<file path="src/rtl/phy_read_mode.sv">
// PHY read capture path: waits read latency, captures one DQS-strobed burst into a local FIFO,
// then drains it to the Read Buffer over valid/ready, reporting ACK or DQS timeout.
module phy_read_mode #(
    parameter int unsigned MEM_DATAWIDTH = 64,
    parameter int unsigned BURST_LENGTH  = 8,
    parameter int unsigned READ_LATENCY  = 16,
    parameter int unsigned DQS_TIMEOUT   = 4
) (
    input  logic                     clk,
    input  logic                     rst,
    input  logic                     dqs_t,
    input  logic                     dqs_c,
    input  logic [MEM_DATAWIDTH-1:0] indata,
    input  logic                     rdStart,
    output logic                     rdBusy,
    output logic [MEM_DATAWIDTH-1:0] outData,
    output logic                     outValid,
    input  logic                     outReady,
    output logic                     outLast,
    output logic                     outACK,
    output logic                     rdErr,
    output logic                     ReadModeDQSValid
);

    localparam int unsigned PtrW  = $clog2(BURST_LENGTH);
    localparam int unsigned LatW  = (READ_LATENCY > 1) ? $clog2(READ_LATENCY) : 1;
    localparam int unsigned IdleW = (DQS_TIMEOUT > 1) ? $clog2(DQS_TIMEOUT) : 1;

    localparam logic [PtrW-1:0]  LastPtr  = PtrW'(BURST_LENGTH - 1);
    localparam logic [LatW-1:0]  LatInit  = LatW'(READ_LATENCY - 1);
    localparam logic [IdleW-1:0] IdleLast = IdleW'(DQS_TIMEOUT - 1);

    typedef enum logic [2:0] {StIdle, StWaitCl, StArm, StCapture, StDrain} state_e;

    state_e                   state_q;
    logic [LatW-1:0]          lat_cnt_q;
    logic [IdleW-1:0]         idle_cnt_q;
    logic [PtrW-1:0]          wr_ptr_q;
    logic [PtrW-1:0]          rd_ptr_q;
    logic                     dqs_t_q;
    logic                     ack_q;
    logic                     err_q;
    logic [MEM_DATAWIDTH-1:0] fifo_q [BURST_LENGTH];

    logic dqs_edge;
    logic window;
    logic capture_en;

    // A beat needs a true-strobe transition with a properly complementary dqs_c.
    assign dqs_edge   = (dqs_t != dqs_t_q) && (dqs_c == ~dqs_t);
    assign window     = (state_q == StArm) || (state_q == StCapture);
    assign capture_en = dqs_edge && window;

    always_ff @(posedge clk) begin
        if (rst) begin
            state_q    <= StIdle;
            lat_cnt_q  <= '0;
            idle_cnt_q <= '0;
            wr_ptr_q   <= '0;
            rd_ptr_q   <= '0;
            dqs_t_q    <= 1'b0;
            ack_q      <= 1'b0;
            err_q      <= 1'b0;
        end else begin
            dqs_t_q <= dqs_t;
            ack_q   <= 1'b0;
            err_q   <= 1'b0;
            unique case (state_q)
                StIdle: begin
                    if (rdStart) begin
                        state_q    <= StWaitCl;
                        lat_cnt_q  <= LatInit;
                        idle_cnt_q <= '0;
                        wr_ptr_q   <= '0;
                        rd_ptr_q   <= '0;
                    end
                end
                StWaitCl: begin
                    if (lat_cnt_q == '0) begin
                        state_q    <= StArm;
                        idle_cnt_q <= '0;
                    end else begin
                        lat_cnt_q <= lat_cnt_q - 1'b1;
                    end
                end
                StArm, StCapture: begin
                    // wr_ptr_q is 0 in ARM, so the first beat lands in fifo[0].
                    if (dqs_edge) begin
                        idle_cnt_q <= '0;
                        if (wr_ptr_q == LastPtr) begin
                            state_q  <= StDrain;
                            rd_ptr_q <= '0;
                        end else begin
                            state_q  <= StCapture;
                            wr_ptr_q <= wr_ptr_q + 1'b1;
                        end
                    end else if (idle_cnt_q == IdleLast) begin
                        err_q   <= 1'b1;
                        state_q <= StIdle;
                    end else begin
                        idle_cnt_q <= idle_cnt_q + 1'b1;
                    end
                end
                StDrain: begin
                    if (outReady) begin
                        if (rd_ptr_q == LastPtr) begin
                            ack_q   <= 1'b1;
                            state_q <= StIdle;
                        end else begin
                            rd_ptr_q <= rd_ptr_q + 1'b1;
                        end
                    end
                end
                default: state_q <= StIdle;
            endcase
        end
    end

    // Storage is not reset; stale contents are never exposed because outData is gated by outValid.
    always_ff @(posedge clk) begin
        if (!rst && capture_en) begin
            fifo_q[wr_ptr_q] <= indata;
        end
    end

    assign rdBusy           = (state_q != StIdle);
    assign outValid         = (state_q == StDrain);
    assign outLast          = outValid && (rd_ptr_q == LastPtr);
    assign outData          = outValid ? fifo_q[rd_ptr_q] : '0;
    assign outACK           = ack_q;
    assign rdErr            = err_q;
    assign ReadModeDQSValid = window;

endmodule

</file>
<file path="config.mk">
export PLATFORM = sky130hd
export DESIGN_NAME = phy_read_mode
export DESIGN_NICKNAME = d
export VERILOG_FILES = /design/src/rtl/phy_read_mode.sv
export SDC_FILE = /design/constraint.sdc
export NUM_CORES = 1
export LEC_CHECK = 0
export CORE_UTILIZATION = 40
export CTS_CLUSTER_SIZE = 14
export DETAILED_ROUTE_END_ITERATION = 8
export PLACE_DENSITY_LB_ADDON = 0.15
export SKIP_CTS_REPAIR_TIMING = 1
export SLEW_MARGIN = 10
export SYNTH_ARGS = -nofsm -noshare
export SYNTH_HDL_FRONTEND = slang
export SYNTH_SLANG_ARGS = --single-unit
export TNS_END_PERCENT = 20
</file>
<file path="constraint.sdc">
create_clock -name clk -period 10.46 [get_ports clk]
set_clock_uncertainty 0.15 [all_clocks]
set_input_delay 1.569 -clock clk [delete_from_list [all_inputs] [get_ports clk]]
set_output_delay 1.569 -clock clk [all_outputs]
set_load 0.1 [all_outputs]
</file>
Word-level counts from Yosys, hierarchy flattened --
Memory sizes are Yosys's and may differ from the RTL's. A register that Yosys moved wholly into a read port is not among the register bits. Cells that the tools add are included.
Word-level totals: register bits 18, bits in writable memories 512, input port bits 70, output and inout bits 70, logic and storage cells 90, memories 1
Memory list:
- fifo_q | depth 8, bits a word 64, read ports 1, clocked after memory_dff 1, wr ports 1, RTL line 43 | logic [MEM_DATAWIDTH-1:0] fifo_q [BURST_LENGTH];
Cells by class: add/subtract/negate cells 4, eq/ne operators 20, muxes and demuxes 32, bitwise operators 4, reduce and logical (&&, ||, !) cells 21
Operators with widths (number):
- two-way mux 64 bit | 1
- two-way mux 3 bit | 16
- inequality test 2 bit (second input constant) | 7
- one-hot mux 3 bit (4 select lines) | 1
- equality test 3 bit (second input constant) | 3
- one-hot mux 3 bit (3 select lines) | 1
- nonzero test 3 bit | 3
- two-way mux 2 bit | 4
- two-way mux 4 bit | 2
- one-hot mux 4 bit (2 select lines) | 1
- AND reduction 4 bit | 2
- adder 3 x 1 -> 3 bit (second input constant) | 2
- equality test 3 x 2 -> 1 bit (second input constant) | 2
- inequality test 3 bit (second input constant) | 2
- one-hot mux 2 bit (3 select lines) | 1
- one-hot mux 3 bit (2 select lines) | 1
- AND reduction 6 bit | 1
- OR reduction 3 bit | 2
- AND reduction 5 bit | 1
- logical AND 1 bit | 4
- zero test 4 bit | 1
- two-way mux 1 bit | 4
- inequality test 2 x 1 -> 1 bit (second input constant) | 2
- NOT 1 bit | 4
- 12 further kinds | 13

Logic depth before layout (Yosys ltp) --
word-level depth 7, mapped depth 7, depth with buffers taken out 7

Worst setup path before layout --
No wires, ideal clock.
path kind input port to flip-flop, from in dqs_c, to mem fifo_q[0][0], enable pin, library setup time 0.565 ns, data arrival time 6.655 ns, setup slack 3.090 ns, cell stages on the path 5, path through nor3b_1 -> nor2_1 -> nor3_1 -> nand2b_1 -> nor3_1
Between the ends: longest elaborated chain between the ends 6
RTL lines:
- start: declaration | RTL line 12 | input logic dqs_c,
- equality test 1 bit | RTL line 50 | assign dqs_edge = (dqs_t != dqs_t_q) && (dqs_c == ~dqs_t);
- logical AND 1 bit | RTL line 50
- logical AND 1 bit | RTL line 52 | assign capture_en = dqs_edge && window;
- logical AND 1 bit | RTL line 121 | if (!rst && capture_en) begin
- two-way mux 1 bit | RTL line 121
- two-way mux 1 bit (implied by the code) | RTL line 122 | fifo_q[wr_ptr_q] <= indata;
- end: declaration | RTL line 43
No other way between the ends.

==> results.sh <==
export IMPL_status="finished, final reports clean"
export IMPL_viasPerCell=5.23
export IMPL_dr_pass1_iters=5
export IMPL_drive_gt1_frac=0.211
export IMPL_final_common_cell="edfxtp_1"
export IMPL_power_density_mw_per_mm2=185
export IMPL_ios=140
export IMPL_hold_viol=0
export IMPL_cts_tree="done"
export IMPL_grt_pass1_vias=10200
export IMPL_worstSkewPairLatency_ns=0.60
export IMPL_ctsLongestPathBuffers=3
export IMPL_seq_area_frac_synth=0.774
export IMPL_worst_pin_slew_ns=1.08
export IMPL_routedWlPerCell_um=23.3
export IMPL_design_die_area_sq_mm=0.0519
export IMPL_syn_cell_area_sq_mm=0.0204
export IMPL_hpwl_um=21900
export IMPL_wl_um=42600
export IMPL_ant_nets=0
export IMPL_nets=1189
export IMPL_crit_fanout=65
export IMPL_diodes=0
export IMPL_fin_crit_sh=0.587
export IMPL_final_cell_mix="512 x edfxtp_1, 139 x clkdlybuf4s50_1, 128 x mux4_2, 76 x nor2_1, 67 x mux2i_1"
export IMPL_synthDistinctLibCells=39
export IMPL_critPathCapture="outData[10]"
export IMPL_antenna_found_initial=3
export IMPL_hold_class="flip-flop to flip-flop"
export IMPL_vias=9570
export IMPL_synth_top_flop_cell="edfxtp_1"
export IMPL_clk_pin_slew_ns=0.06
export IMPL_synth_seq_cells=533
export IMPL_end_kind="output port"
export IMPL_finalNonFillerCells=1829
export IMPL_htree_levels=2
export IMPL_cp_arrival_ns=4.42
export IMPL_synth_edff_count=512
export IMPL_period_needed_ns=6.14
export IMPL_start_kind="flip-flop"
export IMPL_criticalPathCategory="flip-flop to output port"
export IMPL_drv_cap=0
export IMPL_critPathRequiredTime_ns=8.74
export IMPL_grt_overflow=0
export IMPL_setup_viol=0
export IMPL_cts_root_buf="clkbuf_16"
export IMPL_fin_hold_ws_ns=0.326
export IMPL_finalSetupTns_ns=0
export IMPL_synth_fp_nets=1020
export IMPL_num_rows=82
export IMPL_syn_to_final_growth_pct=20.4
export IMPL_grt_pass1_wl_um=64700
export IMPL_relSlewSlack=0.278
export IMPL_dp_cells=1726
export IMPL_cts_made_buffers=57
export IMPL_port_buffers=139
export IMPL_rr_worst_depth=6
export IMPL_start_util=0.406
export IMPL_drt_iter0_drc=560
export IMPL_r2r_end="fifo_q[1][39]"
export IMPL_dieWidth_um=228
export IMPL_core_area_sq_mm=0.0503
export IMPL_r2r_slack_ns=7.04
export IMPL_die_y_um=228
export IMPL_drc_errors=0
export IMPL_peakVddDrop_mv=0.138
export IMPL_gp_congestion=0.709
export IMPL_max_freq_mhz=163
export IMPL_final_max_slew_violation_count=0
export IMPL_async_flop_share=0
export IMPL_worstReg2RegStart="dqs_t_q"
export IMPL_rsz0062_at_grt="no"
export IMPL_yosysWarnings=0
export IMPL_p_leak_nw=7.43
export IMPL_synthCells=944
export IMPL_grt_max_degree=66
export IMPL_cts_sinks=533
export IMPL_syn_area_per_cell_sq_um=21.6
export IMPL_grtUsageTotal=0.167
[through the flow]
step                      power (W)   util  area [sq um]  setup WS (ns)
after detailed placement    0.00250  0.450         22600           4.84
final                       0.00453  0.489         24600           4.32
after global routing        0.00467  0.489         24600           4.02
after floorplan             0.00244      -         20400           3.09
after global placement      0.00250  0.450         22600           4.82
after CTS                   0.00459  0.489         24600           4.17
[flip-flops by register name (all words and copies together), names as in the netlist, named ones only]
name and count:
fifo_q 512, lat_cnt_q 4, wr_ptr_q 3, outACK 1
rd_ptr_q 3, dqs_t_q 1, state_q 3, rdErr 1
idle_cnt_q 2
[logic make-up (layout without fill, tap and decap cells)]
kind of cell             count (synthesis)  in the layout  synth area share
flip-flops                             533            533             0.774
multiplexers                           195            195             0.174
AND/OR/NAND/NOR                        132            132            0.0296
buffers and inverters                   54            267            0.0112
AO/OA/AOI/OAI                           24             24           0.00730
adder cells (fa/ha/maj)                  6              6           0.00368
[worst max-delay path, stage by stage, from the launching register on]
cell and delay (ns):
dfxtp_4 1.01, buf_4 0.88, mux4_2 0.37, mux2i_1 0.07
nor2_1 0.25, clkdlybuf4s50_1 1.19
[routing by layer]
layer  global-route usage  vias to the layer above  routed length, um
met5                    0                        -                 35
met2                0.275                      216              20900
li1                     -                     4235                  -
met1                0.222                     5039              18500
met3               0.0394                       74               2230
met4               0.0443                        6                920
[cells in the mapped netlist (all sizes together), types with 2 or more instances]
library cell / instances / area (sq um)
buf: 19 / 91.3
ha: 6 / 75.1
nor3: 7 / 35.0
and3b: 2 / 18.8
nor2: 82 / 308
clkbuf: 25 / 93.8
a2bb2oi: 2 / 17.5
a311oi: 2 / 17.5
edfxtp: 512 / 15400
dfxtp: 21 / 420
nand2b: 5 / 31.3
mux2i: 67 / 671
mux4: 128 / 2880
nor2b: 2 / 12.5
nor3b: 2 / 20.0
inv: 9 / 33.8
o21ai: 2 / 10.0
a21oi: 13 / 65.1
or3: 9 / 57.6
nand2: 13 / 48.8
and3: 2 / 13.8
and2: 3 / 21.3
nand3: 2 / 10.0
[layout make-up]
| class | count | area (sq um) |
|---|---|---|
| fill | 4159 | 25700 |
| tap | 672 | 841 |
| clock buffer | 70 | 1520 |
| multi-input combinational | 357 | 4440 |
| sequential | 533 | 15800 |
| clock inverter | 33 | 417 |
| inverter | 9 | 33.8 |
| timing repair buffer | 155 | 1510 |
[power by group]
group          total (W)  switching [W]  internal, W
clock network    0.00208       0.000810      0.00127
logic           0.000106      0.0000620    0.0000441
registers        0.00235     0.00000510      0.00234
total            0.00453       0.000877      0.00366
[how the worst min path moves through the flow]
stage | startpoint | endpoint | slack (ns) | depth (start not counted)
2_1_floorplan | idle_cnt_q[1] | idle_cnt_q[1] | 0.29 | 2
3_5_place_dp | rd_ptr_q[1] | flip-flop | 0.32 | 2
6_report | idle_cnt_q[0] | idle_cnt_q[0] | 0.33 | 2
3_3_place_gp | idle_cnt_q[1] | idle_cnt_q[1] | 0.29 | 2
4_1_cts | idle_cnt_q[0] | idle_cnt_q[0] | 0.33 | 2
5_1_grt | idle_cnt_q[1] | idle_cnt_q[1] | 0.36 | 2
Note: power is estimated with default switching activity, not from simulation.
==> RTL edit 1 (same settings) <==
The parameter `READ_LATENCY` goes from 16 to 8.
--- a/src/rtl/phy_read_mode.sv
+++ b/src/rtl/phy_read_mode.sv
@@ -3,7 +3,7 @@
 module phy_read_mode #(
     parameter int unsigned MEM_DATAWIDTH = 64,
     parameter int unsigned BURST_LENGTH  = 8,
-    parameter int unsigned READ_LATENCY  = 16,
+    parameter int unsigned READ_LATENCY  = 8,
     parameter int unsigned DQS_TIMEOUT   = 4
 ) (
     input  logic                     clk,
Check against the original RTL: not equivalent (a bounded check fails within 10 cycles, from zero or initial values and one cycle with rst high).
==> RTL edit 1 against the original RTL <==
- register-to-register slack hardly changed
- combinational power up 52%
- area after synthesis down 0.29%
- first-iteration DRC count rose by 7.3%
- count of clock-buffer cells in the layout decreased by 1
- non-clock buffer count rose by 4
- largest cell class unchanged
- wire length fell by 1.2%
- fmax fell by 0.82%
- cell area decreased by 1.5%
- sequential cell count shrank 1
- final cell count decreased by 0.71%
- highest routed layer unchanged
- total power shrank 5.6%
- setup slack lost 0.051 ns
==> RTL edit 1: results (changes against the original RTL) <==
For hold timing, the worst endpoint is idle_cnt_q[1]. The per-cell via count in the routed design came to 5.172 (-1.2%). The total instance count after detailed placement came out at 1,720 (-0.35%).

The number of nets at the end of the flow is 1,180 (-0.76%). The cell area after placement came out at 22,600 sq um (-0.14%). The count of non-CTS inverters in the layout was 7 (-2).

The maximum number of pins on one net before global-route repair came to 58 (-12%). The biggest fanout along the worst timing path came to 48 (-26%). The met3 routed wirelength is 1908 um (-14%). The critical-path cell with the highest stage delay is sky130_fd_sc_hd__dfxtp_4. The fraction of layout cells with a size suffix above 1 is 20.72% (-0.37 points). The DRC violation total after the first TritonRoute iteration came out at 601 (+7.3%). By area the synthesized netlist is led by sky130_fd_sc_hd__edfxtp_1, sky130_fd_sc_hd__mux4_2, sky130_fd_sc_hd__mux2i_1, sky130_fd_sc_hd__dfxtp_1, sky130_fd_sc_hd__nor2_1. The cell count after synthesis is 935 (-0.95%). The flow ran to the end, and the final reports show no timing, DRC or antenna violations.

The clock-net power is 1.76 mW (-15%). The combined global-route utilization of all metal layers came out at 16.73% (+0.046 points). The worst reg-to-reg setup slack came out at 7.03 ns (about the same). The sum of net half-perimeters after detailed placement came out at 21,710 um (-0.78%).

The total of flip-flops plus latches after synthesis came out at 532 (-0.19%). The met2 layer wire length in the routed design is 20,690 um (-1.2%). The worst register-to-register path ends at fifo_q[2][36]. The last weighted congestion value of the routability-driven placer is 0.7051 (-0.59%). The proportion of total power due to net switching was 20.78% (+1.4 points). The part of the power in combinational logic came to 3.8% (+1.5 points). The met1 capacity usage during global routing is 22.72% (+0.50 points).

The pre-CTS worst setup slack is 4.680 ns (-0.1645 ns). The total number of multi-input combinational cells is 350 (-2.0%). The core occupancy in the finished layout came to 48.21% (-0.66 points). The final-layout worst hold slack came out at 0.3187 ns (-0.007092 ns). The fill cell instance count of the final layout was 4,147 (-0.29%). The post-synthesis to final-layout area growth came out at 18.91%. The buffer count excluding the clock tree in the final layout is 159 (+2.6%).

The proportion of cell area spent on the clock network was 6.559% (-1.3 points). The synthesized net count was 1,012 (-0.78%). The fraction of area in multi-input gates is 18.22% (+0.14 points). After synthesis, the most frequently instantiated cells are sky130_fd_sc_hd__edfxtp_1, sky130_fd_sc_hd__mux4_2, sky130_fd_sc_hd__nor2_1. The area occupied by registers came out at 15,790 sq um (-0.13%).

The buffer share of cell area is 6.373% (+0.22 points). The met3 layer usage reported by global route is 3.330% (-0.61 points). The delay of the slowest cell on the worst path came out at 1.03 ns (-0.16 ns).
-- RTL edit 1: changes by cell type after synthesis, moves of 3 or more --
cell and delta:
sky130_fd_sc_hd__or3_1 -6, sky130_fd_sc_hd__clkbuf_1 +3, sky130_fd_sc_hd__nand2_1 +4, sky130_fd_sc_hd__nor3_1 -3, sky130_fd_sc_hd__a211oi_1 +3, sky130_fd_sc_hd__nor2_1 -5
-- RTL edit 1: logic make-up (layout without fill, tap and decap cells) --
| group | Yosys count | after routing | synth area share, % |
|---|---|---|---|
| AO/OA/AOI/OAI | 24 | 24 | 0.7504 |
| buffers and inverters | 53 | 262 | 1.070 |
| flip-flops | 532 | 532 | 77.54 |
| adder cells (fa/ha/maj) | 7 | 7 | 0.4305 |
| multiplexers | 196 | 196 | 17.52 |
| AND/OR/NAND/NOR | 123 | 123 | 2.688 |
==> RTL edit 2 (same flow settings) <==
Made on the original files. The 5 states of `state_e` get a one-hot encoding in 5 bits.
--- a/src/rtl/phy_read_mode.sv
+++ b/src/rtl/phy_read_mode.sv
@@ -30,7 +30,7 @@
     localparam logic [LatW-1:0]  LatInit  = LatW'(READ_LATENCY - 1);
     localparam logic [IdleW-1:0] IdleLast = IdleW'(DQS_TIMEOUT - 1);
 
-    typedef enum logic [2:0] {StIdle, StWaitCl, StArm, StCapture, StDrain} state_e;
+    typedef enum logic [4:0] {StIdle = 5'b00001, StWaitCl = 5'b00010, StArm = 5'b00100, StCapture = 5'b01000, StDrain = 5'b10000} state_e;
 
     state_e                   state_q;
     logic [LatW-1:0]          lat_cnt_q;
Check against the original RTL: same outputs for any inputs over 10 cycles, from zero or initial values and one cycle with rst high; not proved beyond that.
==> RTL edit 2 against the original RTL <==
- via count grew 0.65%
- non-clock buffer count shrank 1
- critical path depth is the same
- synthesized cell count grew 1.2%
- wire length grew 2.9%
- sequential cell count grew 2
- cell area shrank 0.58%
- sequential share of layout area grew 0.54 points
- area after synthesis grew 1.3%
- setup slack lost 0.029 ns
- fmax shrank 0.47%
Power is not compared: it rests on default switching activity, and its combinational part moved more than twofold at a synthesized area within 25%.
==> RTL edit 2: results (changes against the original RTL) <==
The first-pass GRT wire length came to 66,900 um (+3.5%). The number of cells on the worst reg-to-reg path is 5 (-1). The leakage power summed over all cells came out at 7.295 nW.

The DRC violation total after the first TritonRoute iteration came out at 557 (-0.54%). The synthesized area per cell came out at 21.64 sq um (+0.12%). The count of yosys warnings during synthesis is 0 (unchanged). The cell sitting at the root of the clock tree is a sky130_fd_sc_hd__clkbuf_16. The total instance count after detailed placement came out at 1,731 (+0.29%). The unique cell type count in the Yosys netlist came out at 55 (+41%). The number of buffer cells added on primary ports came out at 139 (unchanged). The total wire length after detailed routing is 43,840 um (+2.9%). The cell area after placement came out at 22,850 sq um (+0.95%). The number of global-route vias before repair came out at 10,559 (+3.1%).

In the final layout, the registers with the most flip-flops are fifo_q (512), state_q (5), lat_cnt_q (4). In the post-synthesis netlist, the biggest area contributors are sky130_fd_sc_hd__edfxtp_1, sky130_fd_sc_hd__mux4_2, sky130_fd_sc_hd__mux2i_1, sky130_fd_sc_hd__dfxtp_1, sky130_fd_sc_hd__nor2_1. The synthesized net count came to 1,031 (+1.1%). The internal power is 3.444 mW. The worst reg-to-reg setup slack came out at 6.65 ns (-0.39 ns). The combined global-route utilization of all metal layers is 17.20% (+0.51 points). The clock latency reported for the late side of the worst-skew pair came out at 0.59 ns.

In this design, the largest share of critical-path delay is due to buffers and inverters. The maximum number of pins on one net before global-route repair was 72 (+9.1%). The clock buffer count from CTS came out at 55 (-3.5%).

The number of H-tree levels is 2 (unchanged). The worst supply voltage drop on vdd is 0.0001250 V. The number of instances on the worst hold path came out at 2 (unchanged). The sum of net half-perimeters after detailed placement was 22,830 um (+4.3%).

The biggest fanout along the worst timing path came out at 71 (+9.2%). In this run the critical register-to-register path is captured at fifo_q[2][60]. Counting instances in the post-synthesis netlist gives the leading cell types as sky130_fd_sc_hd__edfxtp_1, sky130_fd_sc_hd__mux4_2, sky130_fd_sc_hd__nor2_1. The slew of the pin with the lowest slew margin was 1.092 ns (+0.01204 ns). The first-pass detailed-route iteration total is 5 (unchanged). The delay of the slowest cell on the worst path is 1.19 ns (about the same). The data arrival at the endpoint of the critical path came out at 4.45 ns (+0.03 ns). The count of vias placed by the detailed router came to 9,632 (+0.65%). The clock-pin slew reported for the worst setup and hold paths after clock tree synthesis was 0.06 ns (about the same). The worst hold path belongs to the class register to register. The fraction of layout cells with a size suffix above 1 came out at 19.91% (-1.2 points).

The worst register-to-register path begins at state_q[0]. The sequential area share after synthesis is 76.62% (-0.79 points). For hold timing, the worst endpoint is rd_ptr_q[2]. In this run the most critical hold path is launched from rd_ptr_q[2]. The last weighted congestion value of the routability-driven placer is 0.7279 (+2.6%). The number of nets at the end of the flow is 1,192 (+0.25%). The non-filler instance count after layout is 1,827 (-0.11%).

The slowest stage of the critical path belongs to the cell sky130_fd_sc_hd__clkdlybuf4s50_1. The initial antenna violation count is 1 (-2). The number of enable flip-flop cells after synthesis came out at 512 (unchanged). The run finished with clean final reports.
==> RTL edit 2: cell count changes in the layout (fill, tap and decap cells not counted), sizes merged, moves of 5 or more <==
cell / change
a21oi: -7
or3: -7
nand2: -5
nor2: -8
bufinv: -10
==> RTL edit 2: worst register-to-register path, stage by stage, from the launching register on <==
cell and delay (ns):
sky130_fd_sc_hd__dfxtp_1 0.44, sky130_fd_sc_hd__or4_1 0.53, sky130_fd_sc_hd__a211oi_2 0.39, sky130_fd_sc_hd__nand2b_1 0.30, sky130_fd_sc_hd__nor2_4 0.86, sky130_fd_sc_hd__buf_4 0.74
==> RTL edit 2: worst max path at each step <==
stage,from,to
2_1_floorplan,rst,fifo_q[0][0]
3_3_place_gp,rst,fifo_q[3][48]
3_5_place_dp,rst,fifo_q[2][5]
4_1_cts,register,outData[47]
5_1_grt,register,outData[12]
6_report,register,outData[47]
==> RTL edit 2: final cells by class <==
type / instances / area, sq um
fill: 4173 / 26150
sequential: 535 / 15850
multi-input combinational: 360 / 4622
timing repair buffer: 154 / 1504
clock buffer: 74 / 1469
tap: 672 / 840.8
clock inverter: 22 / 108.9
inverter: 10 / 37.54
==> RTL edit 2: cell families after synthesis <==
group                      after synthesis  synth area share, %
DFF                                    535                76.62
xor gates and xnor gates                 2              0.08478
adders and majority gates                6               0.3633
muxes                                  199                17.39
buffers and inverters                   60                1.290
AOI/OAI and AO/OA                       37                1.598
and+or+nand+nor                        116                2.652
==> RTL edit 2: layer usage <==
metal / up-vias / part of all wire [%] / track usage [%]
li1: 4302 / - / -
met1: 5098 / 43 / 23.02
met2: 177 / 51 / 28.96
met3: 53 / 4.1 / 3.262
met4: 2 / 1.6 / 4.292
met5: - / 0.036 / 0
==> RTL edit 2: power groups by stage <==
| stage | Combinational, mW | Clock, mW | Sequential, mW |
|---|---|---|---|
| floorplan | 0.242 | 0 | 2.41 |
| global placement | 0.339 | 0 | 2.42 |
| detailed placement | 0.342 | 0 | 2.42 |
| CTS | 0.343 | 1.80 | 2.37 |
| global route | 0.360 | 1.87 | 2.37 |
| finish | 0.338 | 1.75 | 2.37 |
==> RTL edit 2: per-stage QoR <==
step | worst slack [ns] | hold WS [ns] | power (mW)
floorplan | 2.819 | 0.3057 | 2.650
global placement | 4.570 | 0.3183 | 2.756
detailed placement | 4.515 | 0.3360 | 2.759
CTS | 4.041 | 0.3455 | 4.518
global route | 3.919 | 0.3815 | 4.609
finish | 4.293 | 0.3429 | 4.460
